===== src/rtl/seg7_pkg.sv =====
// Shared 7-segment glyph table (lit-high, bit0=a .. bit6=g) and digit types.
// Used by both the display encoder and this reader so the two ends always agree.
package seg7_pkg;

    localparam int NUM_DIGITS = 4;
    localparam logic [3:0] BCD_INVALID = 4'hF;

    localparam logic [6:0] SEG_0 = 7'h3F;
    localparam logic [6:0] SEG_1 = 7'h06;
    localparam logic [6:0] SEG_2 = 7'h5B;
    localparam logic [6:0] SEG_3 = 7'h4F;
    localparam logic [6:0] SEG_4 = 7'h66;
    localparam logic [6:0] SEG_5 = 7'h6D;
    localparam logic [6:0] SEG_6 = 7'h7D;
    localparam logic [6:0] SEG_7 = 7'h07;
    localparam logic [6:0] SEG_8 = 7'h7F;
    localparam logic [6:0] SEG_9 = 7'h6F;

    typedef struct packed {
        logic       err;
        logic [3:0] bcd;
    } digit_dec_t;

endpackage


===== src/rtl/seg7_display_reader_if.sv =====
// Display-bus side and frame handshake of the 7-segment reader.
// master = the reader itself, slave = the environment (panel inputs + frame consumer).
interface seg7_display_reader_if;
    logic [6:0]  hex0;
    logic [6:0]  hex1;
    logic [6:0]  hex2;
    logic [6:0]  hex3;
    logic        scan_en;
    logic [15:0] bcd;
    logic [3:0]  err;
    logic        frame_valid;
    logic        frame_ready;
    logic [1:0]  scan_idx;

    modport master (
        input  hex0, hex1, hex2, hex3, scan_en, frame_ready,
        output bcd, err, frame_valid, scan_idx
    );

    modport slave (
        output hex0, hex1, hex2, hex3, scan_en, frame_ready,
        input  bcd, err, frame_valid, scan_idx
    );
endinterface


===== src/rtl/seg7_digit_decode.sv =====
// Combinational lit-high 7-segment pattern -> BCD digit; anything that is
// not an exact 0-9 glyph reads as BCD_INVALID with err set.
module seg7_digit_decode
    import seg7_pkg::*;
(
    input  logic [6:0] i_pat,
    output digit_dec_t o_dec
);

    always_comb begin
        o_dec = '{err: 1'b0, bcd: 4'd0};
        case (i_pat)
            SEG_0:   o_dec.bcd = 4'd0;
            SEG_1:   o_dec.bcd = 4'd1;
            SEG_2:   o_dec.bcd = 4'd2;
            SEG_3:   o_dec.bcd = 4'd3;
            SEG_4:   o_dec.bcd = 4'd4;
            SEG_5:   o_dec.bcd = 4'd5;
            SEG_6:   o_dec.bcd = 4'd6;
            SEG_7:   o_dec.bcd = 4'd7;
            SEG_8:   o_dec.bcd = 4'd8;
            SEG_9:   o_dec.bcd = 4'd9;
            default: o_dec = '{err: 1'b1, bcd: BCD_INVALID};
        endcase
    end

endmodule


===== src/rtl/seg7_display_reader.sv =====
// Scans four 7-segment inputs one digit per clock, debounces each digit and
// delivers decoded, stable frames over a valid/ready handshake.
//
//  state | meaning
//  SCAN  | watching for a stable frame that differs from the last one delivered
//  HOLD  | frame presented on bcd/err, waiting for frame_ready; scanning continues
module seg7_display_reader
    import seg7_pkg::*;
#(
    parameter int STABLE_CNT = 3,
    parameter bit ACTIVE_LOW = 1'b1
) (
    input  logic                         clk,
    input  logic                         rst_n,
    seg7_display_reader_if.master        bus
);

    localparam int             CW      = $clog2(STABLE_CNT + 1);
    localparam logic [CW-1:0]  CNT_MAX = CW'(STABLE_CNT);

    localparam logic [0:0] ST_SCAN = 1'b0;
    localparam logic [0:0] ST_HOLD = 1'b1;

    logic [1:0]    r_scan_idx;
    logic [6:0]    r_last_pat [NUM_DIGITS];
    logic [CW-1:0] r_cnt      [NUM_DIGITS];
    logic [0:0]    r_state;
    logic [15:0]   r_bcd;
    logic [3:0]    r_err;
    logic          r_frame_valid;
    logic          r_delivered;

    logic [6:0]    w_hex [NUM_DIGITS];
    logic [6:0]    w_pat;
    logic          w_match;
    logic [CW-1:0] w_cnt_upd;
    logic          w_all_stable;
    logic          w_cand_vld;
    logic [15:0]   w_cand_bcd;
    logic [3:0]    w_cand_err;
    digit_dec_t    w_dec [NUM_DIGITS];

    assign w_hex[0] = bus.hex0;
    assign w_hex[1] = bus.hex1;
    assign w_hex[2] = bus.hex2;
    assign w_hex[3] = bus.hex3;

    assign w_pat     = ACTIVE_LOW ? ~w_hex[r_scan_idx] : w_hex[r_scan_idx];
    assign w_match   = (w_pat == r_last_pat[r_scan_idx]);
    assign w_cnt_upd = !w_match ? '0 :
                       (r_cnt[r_scan_idx] == CNT_MAX) ? CNT_MAX :
                       r_cnt[r_scan_idx] + 1'b1;

    always_ff @(posedge clk or negedge rst_n) begin
        if (!rst_n) begin
            r_scan_idx <= 2'd0;
            for (int i = 0; i < NUM_DIGITS; i++) begin
                r_last_pat[i] <= 7'd0;
                r_cnt[i]      <= '0;
            end
        end else if (bus.scan_en) begin
            r_last_pat[r_scan_idx] <= w_pat;
            r_cnt[r_scan_idx]      <= w_cnt_upd;
            r_scan_idx             <= r_scan_idx + 1'b1;
        end
    end

    for (genvar g = 0; g < NUM_DIGITS; g++) begin : g_dec
        seg7_digit_decode u_dec (
            .i_pat (r_last_pat[g]),
            .o_dec (w_dec[g])
        );
    end

    // The digit sampled this cycle contributes its post-update count; once it
    // reaches CNT_MAX its stored pattern already equals the sample, so decoding
    // the registered pattern is safe.
    always_comb begin
        w_all_stable = 1'b1;
        w_cand_bcd   = 16'd0;
        w_cand_err   = 4'd0;
        for (int i = 0; i < NUM_DIGITS; i++) begin
            if (2'(i) == r_scan_idx) begin
                if (w_cnt_upd != CNT_MAX) w_all_stable = 1'b0;
            end else if (r_cnt[i] != CNT_MAX) begin
                w_all_stable = 1'b0;
            end
            w_cand_bcd[4*i +: 4] = w_dec[i].bcd;
            w_cand_err[i]        = w_dec[i].err;
        end
        w_cand_vld = bus.scan_en && (r_scan_idx == 2'd3) && w_all_stable;
    end

    always_ff @(posedge clk or negedge rst_n) begin
        if (!rst_n) begin
            r_state       <= ST_SCAN;
            r_bcd         <= 16'h0000;
            r_err         <= 4'b0000;
            r_frame_valid <= 1'b0;
            r_delivered   <= 1'b0;
        end else begin
            case (r_state)
                ST_SCAN: begin
                    if (w_cand_vld &&
                        (({r_err, r_bcd} != {w_cand_err, w_cand_bcd}) || !r_delivered)) begin
                        r_bcd         <= w_cand_bcd;
                        r_err         <= w_cand_err;
                        r_frame_valid <= 1'b1;
                        r_delivered   <= 1'b1;
                        r_state       <= ST_HOLD;
                    end
                end
                ST_HOLD: begin
                    if (r_frame_valid && bus.frame_ready) begin
                        r_frame_valid <= 1'b0;
                        r_state       <= ST_SCAN;
                    end
                end
                default: r_state <= ST_SCAN;
            endcase
        end
    end

    assign bus.bcd         = r_bcd;
    assign bus.err         = r_err;
    assign bus.frame_valid = r_frame_valid;
    assign bus.scan_idx    = r_scan_idx;

endmodule

===== src/flat_wrapper.sv =====
// flat-port wrapper written by rule: the top's interface ports become plain ports
module seg7_display_reader_flat import seg7_pkg::*;
#(
    parameter int STABLE_CNT = 3,
    parameter bit ACTIVE_LOW = 1'b1
)
  (clk, rst_n, bus_hex0, bus_hex1, bus_hex2, bus_hex3, bus_scan_en, bus_frame_ready, bus_bcd, bus_err, bus_frame_valid, bus_scan_idx);
  seg7_display_reader_if bus_i ();
  input  logic clk;
  input  logic rst_n;
  input wire logic [$bits(bus_i.hex0)-1:0] bus_hex0;
  input wire logic [$bits(bus_i.hex1)-1:0] bus_hex1;
  input wire logic [$bits(bus_i.hex2)-1:0] bus_hex2;
  input wire logic [$bits(bus_i.hex3)-1:0] bus_hex3;
  input wire logic [$bits(bus_i.scan_en)-1:0] bus_scan_en;
  input wire logic [$bits(bus_i.frame_ready)-1:0] bus_frame_ready;
  output wire logic [$bits(bus_i.bcd)-1:0] bus_bcd;
  output wire logic [$bits(bus_i.err)-1:0] bus_err;
  output wire logic [$bits(bus_i.frame_valid)-1:0] bus_frame_valid;
  output wire logic [$bits(bus_i.scan_idx)-1:0] bus_scan_idx;
  assign bus_i.hex0 = bus_hex0;
  assign bus_i.hex1 = bus_hex1;
  assign bus_i.hex2 = bus_hex2;
  assign bus_i.hex3 = bus_hex3;
  assign bus_i.scan_en = bus_scan_en;
  assign bus_i.frame_ready = bus_frame_ready;
  assign bus_bcd = bus_i.bcd;
  assign bus_err = bus_i.err;
  assign bus_frame_valid = bus_i.frame_valid;
  assign bus_scan_idx = bus_i.scan_idx;
  seg7_display_reader #(.STABLE_CNT(STABLE_CNT), .ACTIVE_LOW(ACTIVE_LOW)) u_core (.clk(clk), .rst_n(rst_n), .bus(bus_i));
endmodule

===== config.mk =====
export PLATFORM = sky130hd
export DESIGN_NAME = seg7_display_reader_flat
export DESIGN_NICKNAME = d
export VERILOG_FILES = /design/src/rtl/seg7_pkg.sv /design/src/rtl/seg7_display_reader_if.sv /design/src/rtl/seg7_digit_decode.sv /design/src/rtl/seg7_display_reader.sv /design/src/flat_wrapper.sv
export SDC_FILE = /design/constraint.sdc
export NUM_CORES = 1
export LEC_CHECK = 0
export BUFFER_PORTS_ARGS = -buffer_cell sky130_fd_sc_hd__buf_2
export CORE_MARGIN = 10
export CORE_UTILIZATION = 53
export CTS_BUF_LIST = sky130_fd_sc_hd__clkbuf_4 sky130_fd_sc_hd__clkbuf_8
export DETAILED_ROUTE_END_ITERATION = 6
export PLACE_DENSITY = 0.75
export SLEW_MARGIN = 10
export SYNTH_ARGS = -nofsm -noshare
export SYNTH_HDL_FRONTEND = slang
export SYNTH_HIERARCHICAL = 1
export SYNTH_SLANG_ARGS = --single-unit

===== constraint.sdc =====
create_clock -name clk -period 8.5 [get_ports clk]
set_input_delay 0.85 -clock clk [delete_from_list [all_inputs] [get_ports clk]]
set_output_delay 0.85 -clock clk [all_outputs]
set_load 0.05 [all_outputs]

## After elaboration in Yosys (flattened, before gate mapping)

Index checks and enable logic that the tools add are counted.

| cells by class | value |
|---|---|
| add/subtract/negate cells | 2 |
| magnitude comparators | 2 |
| eq/ne operators | 54 |
| multiplexer cells | 43 |
| bitwise operators | 3 |
| reduce and logical (&&, ||, !) cells | 14 |

Operators with widths:

| operator | count |
|---|---|
| equality test 7 bit, second input constant | 28 |
| one-hot mux 4 bit (10 select lines) | 4 |
| equality test 7 x 3 -> 1 bit, second input constant | 8 |
| OR reduction 10 bit | 4 |
| two-way mux 7 bit | 5 |
| binary-select mux 7 bit (select 2 bit) | 2 |
| bitwise mux 28 bit | 1 |
| equality test 7 x 6 -> 1 bit, second input constant | 4 |
| two-way mux 1 bit | 20 |
| != test 20 bit | 1 |
| demux 7 bit (select 2 bit) | 1 |
| != test 2 bit, second input constant | 6 |
| two-way mux 2 bit | 5 |
| bitwise mux 8 bit | 1 |
| equality test 7 bit | 1 |
| NOT 7 bit | 1 |
| logical AND 1 bit | 5 |
| adder 2 x 1 -> 2 bit, second input constant | 2 |
| binary-select mux 2 bit (select 2 bit) | 1 |
| demux 2 bit (select 2 bit) | 1 |
| equality test 2 bit, first input constant | 2 |
| equality test 2 bit, second input constant | 2 |
| one-hot mux 1 bit (2 select lines) | 2 |
| AND reduction 2 bit | 2 |
| other kinds (9) | 9 |

| word-level totals | value |
|---|---|
| bits in registers | 61 |
| bits of input ports | 32 |
| output and inout bits | 23 |
| word-level logic and storage cells | 132 |

## Longest topological paths before layout

Gate-level depths: netlist (run 1).

| logic depth | value |
|---|---|
| depth in word-level cells | 20 |
| depth in mapped cells | 12 |
| gate-level depth less buffers | 10 |

## Modules after synthesis

Netlist (run 1), hierarchy kept.

Modules (own cells, without submodules):

| module | instances | cells each | area an instance (sq um) |
|---|---|---|---|
| seg7_display_reader | 1 | 243 | 3101.7 |
| seg7_digit_decode | 4 | 31 | 214.0 |

## Least setup slack after synthesis (run 1)

No wires, ideal clock.

| timing path | value |
|---|---|
| kind | reg2reg |
| start | register u_core.r_scan_idx[0], in the netlist u_core/bus.scan_idx[0] |
| end | register u_core.r_bcd[0], in the netlist u_core/bus.bcd[0] |
| data arrival time | 3.011 ns |
| slack | 5.364 ns |
| cell stages (with the launch flop) | 10 |
| buffers on the path | 3 |
| period minus slack after synthesis | 3.136 ns |
| path through | dfrtp_1 buf_6 mux4_1 xnor2_1 nor4_2 nand4_2 or3_1 buf_6 buf_12 mux2_4 |

| on the way | value |
|---|---|
| cells in the longest elaborated chain, start to end | 19 |
| elaborated cells on any way between the ends | 37 |

RTL lines:

| element | line | text |
|---|---|---|
| start: declaration | seg7_display_reader.sv:24 | `logic [1:0] r_scan_idx;` |
| start signal: assignment | seg7_display_reader.sv:64 | `r_scan_idx <= r_scan_idx + 1'b1;` |
| NOT 2 -> 3 bit | -- |  |
| binary-select mux 2 bit (select 2 bit) or binary-select mux 7 bit (select 2 bit) (tied branches) | -- |  |
| two-way mux 2 bit (implied by the code) or two-way mux 7 bit (tied branches) (2 in a row) | seg7_display_reader.sv:51, seg7_display_reader.sv:52, seg7_display_reader.sv:48 |  |
| adder 2 x 1 -> 2 bit, or another cell as far along | seg7_display_reader.sv:52 | `r_cnt[r_scan_idx] + 1'b1;` |
| two-way mux 2 bit or equality test 7 bit (tied branches) | seg7_display_reader.sv:51, seg7_display_reader.sv:49 |  |
| two-way mux 2 bit | seg7_display_reader.sv:50 | `assign w_cnt_upd = !w_match ? '0 :` |
| != test 2 bit | seg7_display_reader.sv:84 | `if (w_cnt_upd != CNT_MAX) w_all_stable = 1'b0;` |
| two-way mux 1 bit | seg7_display_reader.sv:84 |  |
| [... 2 more ...] | -- |  |
| two-way mux 1 bit | seg7_display_reader.sv:83 | `if (2'(i) == r_scan_idx) begin` |
| two-way mux 1 bit, on equally long branches | seg7_display_reader.sv:85, seg7_display_reader.sv:84 |  |
| two-way mux 1 bit | seg7_display_reader.sv:83 |  |
| two-way mux 1 bit, on equally long branches | seg7_display_reader.sv:85, seg7_display_reader.sv:84 |  |
| two-way mux 1 bit | seg7_display_reader.sv:83 |  |
| logical AND 1 bit (*) | seg7_display_reader.sv:91 | `w_cand_vld = bus.scan_en && (r_scan_idx == 2'd3) && w_all_stable;` |
| logical AND 1 bit (*) | seg7_display_reader.sv:104 | `if (w_cand_vld &&` |
| AND reduction 2 bit (no line) (*) | -- |  |
| end signal: assignment | seg7_display_reader.sv:106 | `r_bcd <= w_cand_bcd;` |
| end: declaration | seg7_display_reader.sv:28 | `logic [15:0] r_bcd;` |

Every way passes the cells marked *; elsewhere a longest branch is shown, timed or not. The select of a mux whose other input is x is not followed.
A chain may end at the register's enable or synchronous reset.

## Worst setup path after layout (run 1)

| timing path | value |
|---|---|
| start | register u_core.r_scan_idx[0], in the netlist u_core/bus.scan_idx[0] |
| end | register u_core.r_bcd[13], in the netlist u_core/bus.bcd[13] |

Same word-level chain as after synthesis.

==> results of run 1 <==
-- power breakdown --
| part | total, mW | switching (mW) | internal [mW] |
|---|---|---|---|
| Sequential | 0.538 | 0.179 | 0.359 |
| Combinational | 0.497 | 0.254 | 0.243 |
| Clock | 0.239 | 0.122 | 0.117 |
| Total | 1.27 | 0.555 | 0.719 |
-- flip-flops by register name, indices dropped and copies added (netlist names) --
name,cells
u_core/bus.scan_idx,2
u_core/r_last_pat,28
u_core/bus.frame_valid,1
u_core/bus.bcd,16
u_core/bus.err,4
u_core/r_cnt,8
u_core/r_state,1
u_core/r_delivered,1
-- worst min-delay path, cell delays in order, from the launching register on --
cell     delay, ns
dfrtp_1       0.35
nand2_1       0.05
o31ai_1       0.05
-- cells in the final DEF, fill, tap and decap left out, types with 5 or more instances in the layout --
cell type,n
mux4_2,10
o21ai_1,8
buf_2,54
nor3_1,5
nor4b_1,8
mux2_4,17
inv_1,7
dfrtp_1,61
mux2_2,7
o21ai_0,29
xor2_1,16
nor2_1,14
nor2b_1,12
xnor2_1,16
a21oi_1,12
mux4_1,6
nand2_1,55
clkbuf_8,10
-- per-layer routing --
layer	vias to the layer above	track usage	part of all wire
met5	-	0	0
met4	0	0.0696	0.026
met1	1487	0.209	0.45
met3	22	0.0531	0.069
li1	1479	-	-
met2	110	0.279	0.45
-- worst min-delay path by stage --
stage	end	slack, ns
4_1_cts	u_core/r_cnt[1]$_DFFE_PN0P_	0.49
2_1_floorplan	u_core/r_delivered$_DFFE_PN0P_	0.43
3_3_place_gp	u_core/r_cnt[1]$_DFFE_PN0P_	0.47
5_1_grt	u_core/r_delivered$_DFFE_PN0P_	0.51
6_report	u_core/r_cnt[1]$_DFFE_PN0P_	0.49
3_5_place_dp	u_core/r_cnt[1]$_DFFE_PN0P_	0.47
-- area by class of cell --
class | instances | area, um2
repair buffers | 57 | 293
inverters | 7 | 26.3
clock inverters | 5 | 36.3
flip-flops and latches | 61 | 1530
well taps | 99 | 124
multi-input cells | 287 | 2310
clock buffers | 11 | 145
fillers | 622 | 2800
-- logic make-up (layout without fill, tap and decap cells) --
| family | after synthesis | count (layout) | share of synthesized area |
|---|---|---|---|
| buffers and inverters | 19 | 80 | 0.0313 |
| XOR/XNOR | 32 | 32 | 0.0708 |
| AO/OA/AOI/OAI | 73 | 73 | 0.119 |
| multiplexers | 40 | 40 | 0.181 |
| adder cells (fa/ha/maj) | 4 | 4 | 0.0126 |
| flip-flops | 61 | 61 | 0.386 |
| AND/OR/NAND/NOR | 138 | 138 | 0.199 |
-- through the flow --
step | cells | hold slack (ns) | instance area, um2 | utilization
CTS | 527 | 0.492 | 4460 | 0.615
floorplan | 367 | 0.434 | 3960 | -
global placement | 511 | 0.470 | 4280 | 0.590
global route | 527 | 0.506 | 4460 | 0.615
finish | 527 | 0.487 | 4460 | 0.615
detailed placement | 511 | 0.474 | 4280 | 0.590
-- synthesized netlist by cell type (4+ instances only) --
| library cell | instances | area share |
|---|---|---|
| ha_1 | 4 | 0.013 |
| and3_1 | 4 | 0.0063 |
| and4_2 | 4 | 0.010 |
| mux4_1 | 6 | 0.040 |
| inv_1 | 7 | 0.0066 |
| a211o_1 | 4 | 0.0089 |
| and3_2 | 4 | 0.0076 |
| mux2_2 | 7 | 0.020 |
| mux4_2 | 10 | 0.057 |
| dfrtp_1 | 61 | 0.39 |
| mux2_4 | 17 | 0.064 |
| nor2b_1 | 12 | 0.019 |
| nor3_1 | 5 | 0.0063 |
| nand2_1 | 55 | 0.052 |
| nor2_1 | 14 | 0.013 |
| o221ai_1 | 4 | 0.0089 |
| nand3b_1 | 4 | 0.0076 |
| and3_4 | 4 | 0.011 |
| nand4b_1 | 4 | 0.0089 |
| o21ai_0 | 29 | 0.037 |
| nor4b_1 | 8 | 0.018 |
| o31ai_1 | 4 | 0.0076 |
| a21oi_1 | 12 | 0.015 |
| o21ai_1 | 8 | 0.010 |
| a211oi_1 | 4 | 0.0076 |
| xnor2_1 | 16 | 0.035 |
| o221ai_2 | 4 | 0.015 |
| and2b_1 | 4 | 0.0076 |
| and4b_1 | 4 | 0.010 |
| xor2_1 | 16 | 0.035 |
| clkbuf_1 | 5 | 0.0047 |
| o21ai_2 | 4 | 0.0089 |
==> metrics.md, run 1 <==
| Metric | Value |
|---|---|
| Final worst path period share | 0.416 |
| Min-delay src | u_core/r_cnt[1]$_DFFE_PN0P_ |
| P&R area growth vs syn | 12.6% |
| Critical Path Max Stage Delay | 0.70 ns |
| Vias in the first global route | 3,222 |
| CTS tree | done |
| Highest-delay cell along the critical path | mux4_1 |
| Avg Inst Size Synth | 10.8 um2 |
| PortBufs | 54 |
| Synth Net Count | 403 |
| Aggregate global-route resource usage | 0.172 |
| Vias/cell | 5.88 |
| Worst-path fanout max | 23 |
| Syn Inst Count | 367 |
| DP HPWL | 6810 um |
| Post-cts gate resize count | 0 |
| Avg WL per Cell | 17.6 um |
| Depth of the CTS H-tree | 3 |
| Postcts setup bufs | 0 |
| Reg2reg start | u_core/bus.scan_idx[0]$_DFFE_PN0P_ |
| Skew-Pair Late Insertion Delay | 0.35 ns |
| Starting DRT DRC Count | 166 |
| Worst hold path depth | 2 |
| Critical Path RT | 8.73 ns |
| Rows | 31 |
| Worst slew margin | 0.481 |
| Layout Skew | 0.00815 ns |
| Hold WC Path Type | reg -> reg |
| Worst EP arrival | 3.77 ns |
| Setup ws final | 4.96 ns |
| PD cells | 286 nW/um2 |
| Critical path's top delay family | multiplexers |
| First-pass detailed-route iteration total | 5 |
| Total Power | 1.27 mW |
| Run status | finished, final reports clean |
| Share of layout cells above drive strength 1 | 0.301 |
| CP Class | reg -> reg |
| DRC Markers | 0 |
| Post-Route WL | 9270 um |
| Initial antenna violation count | 0 |
| Cts hold-fix bufs | 0 |
| Placer Congestion | 0.840 |
| Slew @ Worst Pin | 0.778 ns |
| Reg2reg setup slack | 4.96 ns |
| Reg clk slew, reported paths | 0.07 ns |
| ANT cells | 0 |
| CTS root buf | clkbuf_8 |
| Sequential area share after synthesis | 0.386 |
| Count of cell types in the netlist | 43 |
| Static Leak | 2.06 nW |
| First-pass GRT wire length | 15,800 um |
| Final TNS setup | 0 ns |
| Worst setup SP type | flop |
| Number of flops mapped to enable cells by yosys | 0 |
| Critical Path End | u_core/bus.bcd[13]$_DFFE_PN0P_ |
| Num CTS Buffers | 9 |
| Most used DFF post-synth | dfrtp_1 |
| Via count | 3,098 |
| Crit path cell chain | buf_4, mux4_1, xnor2_1, nor4_2, nand4_2, or3_1, buf_4, mux2_4 |
| Final Hold Vio Count | 0 |
| Capture point of the worst reg-to-reg path | u_core/bus.bcd[13]$_DFFE_PN0P_ |
| CP bufs+invs | 2 |
| Final setup violation count | 0 |
| Final Net Count | 459 |
| Core Area | 7250 um2 |
| Largest net degree at the start of global routing | 62 |
| Number of synthesized register bits | 61 |
| Initial Util | 0.546 |
| Critical path's most frequent cell | buf_4 |
| DIE WIDTH | 106 um |
| Worst slack, placed | 4.98 ns |
| Io pins | 55 |
| CP startpoint | u_core/bus.scan_idx[0]$_DFFE_PN0P_ |
| Unrepaired setup endpoints after global routing | no |
| Min cycle time layout | 3.54 ns |
| Chip height | 106 um |
| Netlist Area Pre-Place | 3960 um2 |
| Worst Reg-to-Reg Cells | 8 |
| Clk buf depth | 2 |
| Asr flop ratio synth | 1.00 |
| Synth Warn # | 6 |
| Critical Path End Type | flop |
| Max Slew Vio Count | 0 |
| Sink Count | 61 |
| Gr ovfl total | 0 |
| Maximum vdd drop | 278 uV |
| Total of max-cap violations | 0 |
| Die ar. | 11,300 um2 |
| ANT nets after route | 0 |
| FMAX | 283 MHz |
| Levels on crit path | 8 |
(Power assumes the default switching activity.)
==> run 2, diff against run 1 <==
ABC_AREA = 1   (was unset)
PLACE_DENSITY = 0.77   (was 0.75)
clock period = 3.1 ns   (was 8.5 ns; I/O delays follow)
==> metrics.md, run 2 <==
| Metric | Value |
|---|---|
| Max FFs per register | 28 (unchanged) |
| M2 GR Usage | 0.323 (was 0.279) |
| Commonest cells after routing, fill and taps aside | nand2_1 (339), nor2_1 (85), dfrtp_1 (61) (was dfrtp_1 (61), nand2_1 (55), buf_2 (54)) |
| Unrepaired setup endpoints after global routing | no (unchanged) |
| Final Net Count | 814 (was 459) |
| Syn Inst Count | 727 (was 367) |
| GR peak layer | met2 (unchanged) |
| CP Class | reg -> reg (unchanged) |
| Max Slew Vio Count | 0 (unchanged) |
| Starting DRT DRC Count | 379 (was 166) |
| Initial Util | 0.544 (was 0.546) |
| Io pins | 55 (unchanged) |
| Share of layout cells above drive strength 1 | 0.156 (was 0.301) |
| Vias in the first global route | 4,383 (was 3,222) |
| Chip height | 112 um (was 106 um) |
| PortBufs | 54 (unchanged) |
| Static Leak | 2.93 nW (was 2.06 nW) |
| Final setup violation count | 0 (unchanged) |
| PD cells | 889 nW/um2 (was 286 nW/um2) |
| Post-Route WL | 12,100 um (was 9270 um) |
| Setup ws final | 0.413 ns (was 4.96 ns) |
| Aggregate global-route resource usage | 0.188 (was 0.172) |
| Design area | 5020 um2 (was 4460 um2) |
| Cts hold-fix bufs | 0 (unchanged) |
| Critical Path Max Stage Delay | 0.67 ns (was 0.70 ns) |
| Vias/cell | 5.27 (was 5.88) |
| First-pass GRT wire length | 19,900 um (was 15,800 um) |
| Via count | 4,678 (was 3,098) |
| Depth of the CTS H-tree | 3 (unchanged) |
| Min cycle time layout | 2.69 ns (was 3.54 ns) |
| Netlist Area Pre-Place | 4470 um2 (was 3960 um2) |
| Capture point of the worst reg-to-reg path | u_core/bus.err[1]$_DFFE_PN0P_ (was u_core/bus.bcd[13]$_DFFE_PN0P_) |
| Worst Reg-to-Reg Cells | 12 (was 8) |
| Total of max-cap violations | 0 (unchanged) |
| Synth top area cells | dfrtp_1 (34%), nand2_1 (28%), nor2_1 (7.1%) (was dfrtp_1 (39%), mux2_4 (6.4%), mux4_2 (5.7%)) |
| DIE WIDTH | 112 um (was 106 um) |
| Layout Skew | 0.0128 ns (was 0.00815 ns) |
| Worst EP arrival | 2.92 ns (was 3.77 ns) |
| Cell taking the most area after synthesis | dfrtp_1 (unchanged) |
| Worst-path fanout max | 15 (was 23) |
| Area after DPL | 4790 um2 (was 4280 um2) |
| Hold WC Path Type | in -> async (was reg -> reg) |
| FMAX | 372 MHz (was 283 MHz) |
| DRC Markers | 0 (unchanged) |
| Avg Inst Size Synth | 6.15 um2 (was 10.8 um2) |
| Rows | 33 (was 31) |
| Die ar. | 12,500 um2 (was 11,300 um2) |
| Most common cell after layout, fill and taps aside | nand2_1 (was dfrtp_1) |
| Worst slack, placed | 0.432 ns (was 4.98 ns) |
| Critical Path End Type | flop (unchanged) |
| Synth Net Count | 763 (was 403) |
| ANT nets after route | 0 (unchanged) |
| Final Hold Vio Count | 0 (unchanged) |
| Run status | finished, final reports clean (unchanged) |
| Placer Congestion | 0.875 (was 0.840) |
| Sink Count | 61 (unchanged) |
| Global-route met3 utilization | 0.0440 (was 0.0531) |
| Most used DFF post-synth | dfrtp_1 (unchanged) |
| CTS root buf | clkbuf_8 (unchanged) |
| Met1 Use GR | 0.226 (was 0.209) |
| Number of flops mapped to enable cells by yosys | 0 (unchanged) |
| Highest-delay cell along the critical path | dfrtp_1 (was mux4_1) |
| Critical path's most frequent cell | nand2_1 (was buf_4) |
| Count of cell types in the netlist | 25 (was 43) |
| Critical path's top delay family | simple AND/OR/NAND/NOR gates (was multiplexers) |
| Sequential area share after synthesis | 0.341 (was 0.386) |
| Fillers | 737 (was 622) |
| Yosys top cell area share | 0.341 (was 0.386) |
| Skew-Pair Late Insertion Delay | 0.35 ns (about the same) |
| Critical Path RT | 3.34 ns (was 8.73 ns) |
| Crit path cell chain | ha_1, nand2_1, nor2_1, nand4_1, nor2_1, nand2_1, inv_1, buf_4, nand2_1, buf_4, nand2_1, nand2_1 (was buf_4, mux4_1, xnor2_1, nor4_2, nand4_2, or3_1, buf_4, mux2_4) |
| Synth Warn # | 6 (unchanged) |
| Worst setup SP type | flop (unchanged) |
| Initial antenna violation count | 0 (unchanged) |
| First-pass detailed-route iteration total | 5 (unchanged) |
| Num CTS Buffers | 9 (unchanged) |
| Post-cts gate resize count | 0 (unchanged) |
| CTS tree | done (unchanged) |
| Reg2reg setup slack | 0.41 ns (was 4.96 ns) |
| Postcts setup bufs | 0 (unchanged) |
| Synth cell count leaders | nand2_1 (339), nor2_1 (85), dfrtp_1 (61) (was dfrtp_1 (61), nand2_1 (55), o21ai_0 (29)) |
| Core Area | 8220 um2 (was 7250 um2) |
| DP HPWL | 9090 um (was 6810 um) |
| Total Power | 4.46 mW (was 1.27 mW) |
| Slew @ Worst Pin | 1.05 ns (was 0.778 ns) |
| P&R area growth vs syn | 12.2% (was 12.6%) |
| Avg WL per Cell | 13.6 um (was 17.6 um) |
| Largest Register | u_core/r_last_pat (unchanged) |
| Reg clk slew, reported paths | 0.07 ns (about the same) |
| Clk buf depth | 2 (unchanged) |
| CP bufs+invs | 3 (was 2) |
| Worst slew margin | 0.298 (was 0.481) |
| Count leader, synth | nand2_1 (was dfrtp_1) |
| Largest net degree at the start of global routing | 47 (was 62) |
| Final TNS setup | 0 ns (unchanged) |
| Maximum vdd drop | 695 uV (was 278 uV) |
| Number of synthesized register bits | 61 (unchanged) |
| Asr flop ratio synth | 1.00 (unchanged) |
| Reg2reg start | u_core/bus.scan_idx[1]$_DFFE_PN0P_ (was u_core/bus.scan_idx[0]$_DFFE_PN0P_) |
| Gr ovfl total | 0 (unchanged) |
| ANT cells | 0 (unchanged) |
| Final worst path period share | 0.867 (was 0.416) |
==> run 2: cell count changes after synthesis, moves of 12 or more <==
| cell | delta |
|---|---|
| nor2b_1 | -12 |
| inv_1 | +52 |
| a31oi_1 | +12 |
| xor2_1 | -15 |
| nand3_1 | +57 |
| mux2_4 | -17 |
| nand3_2 | +16 |
| xnor2_1 | -13 |
| nand2_2 | +15 |
| nor2_1 | +71 |
| nand2_1 | +284 |
==> run 2: kinds of logic after synthesis <==
kind of cell	Yosys count	synth area share
compound gates	49	0.0613
flops	61	0.341
xor+xnor	4	0.00784
fa+ha+maj	4	0.0112
simple gates	520	0.487
buf+inv	89	0.0910
==> run 2: cell type report <==
| type | instances | area, um2 | area share |
|---|---|---|---|
| clock buffers | 12 | 159 | 0.0317 |
| clock inverters | 4 | 70.1 | 0.0140 |
| repair buffers | 64 | 345 | 0.0688 |
| flip-flops and latches | 61 | 1530 | 0.304 |
| well taps | 105 | 131 | 0.0262 |
| multi-input cells | 577 | 2540 | 0.506 |
| inverters | 65 | 246 | 0.0491 |
==> run 2: worst max-delay path by stage <==
stage	startpoint	end	slack [ns]	depth (start not counted)
after floorplan	u_core/bus.scan_idx[1]$_DFFE_PN0P_	u_core/bus.bcd[13]$_DFFE_PN0P_	0.94	13
after global placement	u_core/bus.scan_idx[0]$_DFFE_PN0P_	u_core/bus.err[3]$_DFFE_PN0P_	0.50	13
final	u_core/bus.scan_idx[1]$_DFFE_PN0P_	u_core/bus.err[1]$_DFFE_PN0P_	0.41	12
after global routing	u_core/bus.scan_idx[1]$_DFFE_PN0P_	u_core/bus.bcd[6]$_DFFE_PN0P_	0.19	12
after CTS	u_core/bus.scan_idx[1]$_DFFE_PN0P_	u_core/bus.err[0]$_DFFE_PN0P_	0.42	12
after detailed placement	u_core/bus.scan_idx[1]$_DFFE_PN0P_	u_core/bus.bcd[5]$_DFFE_PN0P_	0.43	12
==> run 2: layer usage <==
metal / vias up / share of wire
met3: 19 / 0.076
met1: 2152 / 0.42
li1: 2358 / -
met5: - / 0
met4: 0 / 0.018
met2: 149 / 0.49
==> run 2: stage by stage <==
step / utilization / hold WS [ns] / instances
floorplan: - / 0.0144 / 727
global placement: 0.583 / 0.457 / 872
detailed placement: 0.583 / 0.478 / 872
CTS: 0.610 / 0.189 / 888
global route: 0.610 / 0.229 / 888
finish: 0.610 / 0.153 / 888
==> run 2: where the power goes <==
| group | internal, mW | total, mW | switching, mW |
|---|---|---|---|
| Sequential | 1.01 | 1.39 | 0.383 |
| Clock | 0.503 | 0.821 | 0.318 |
| Combinational | 0.715 | 2.25 | 1.53 |
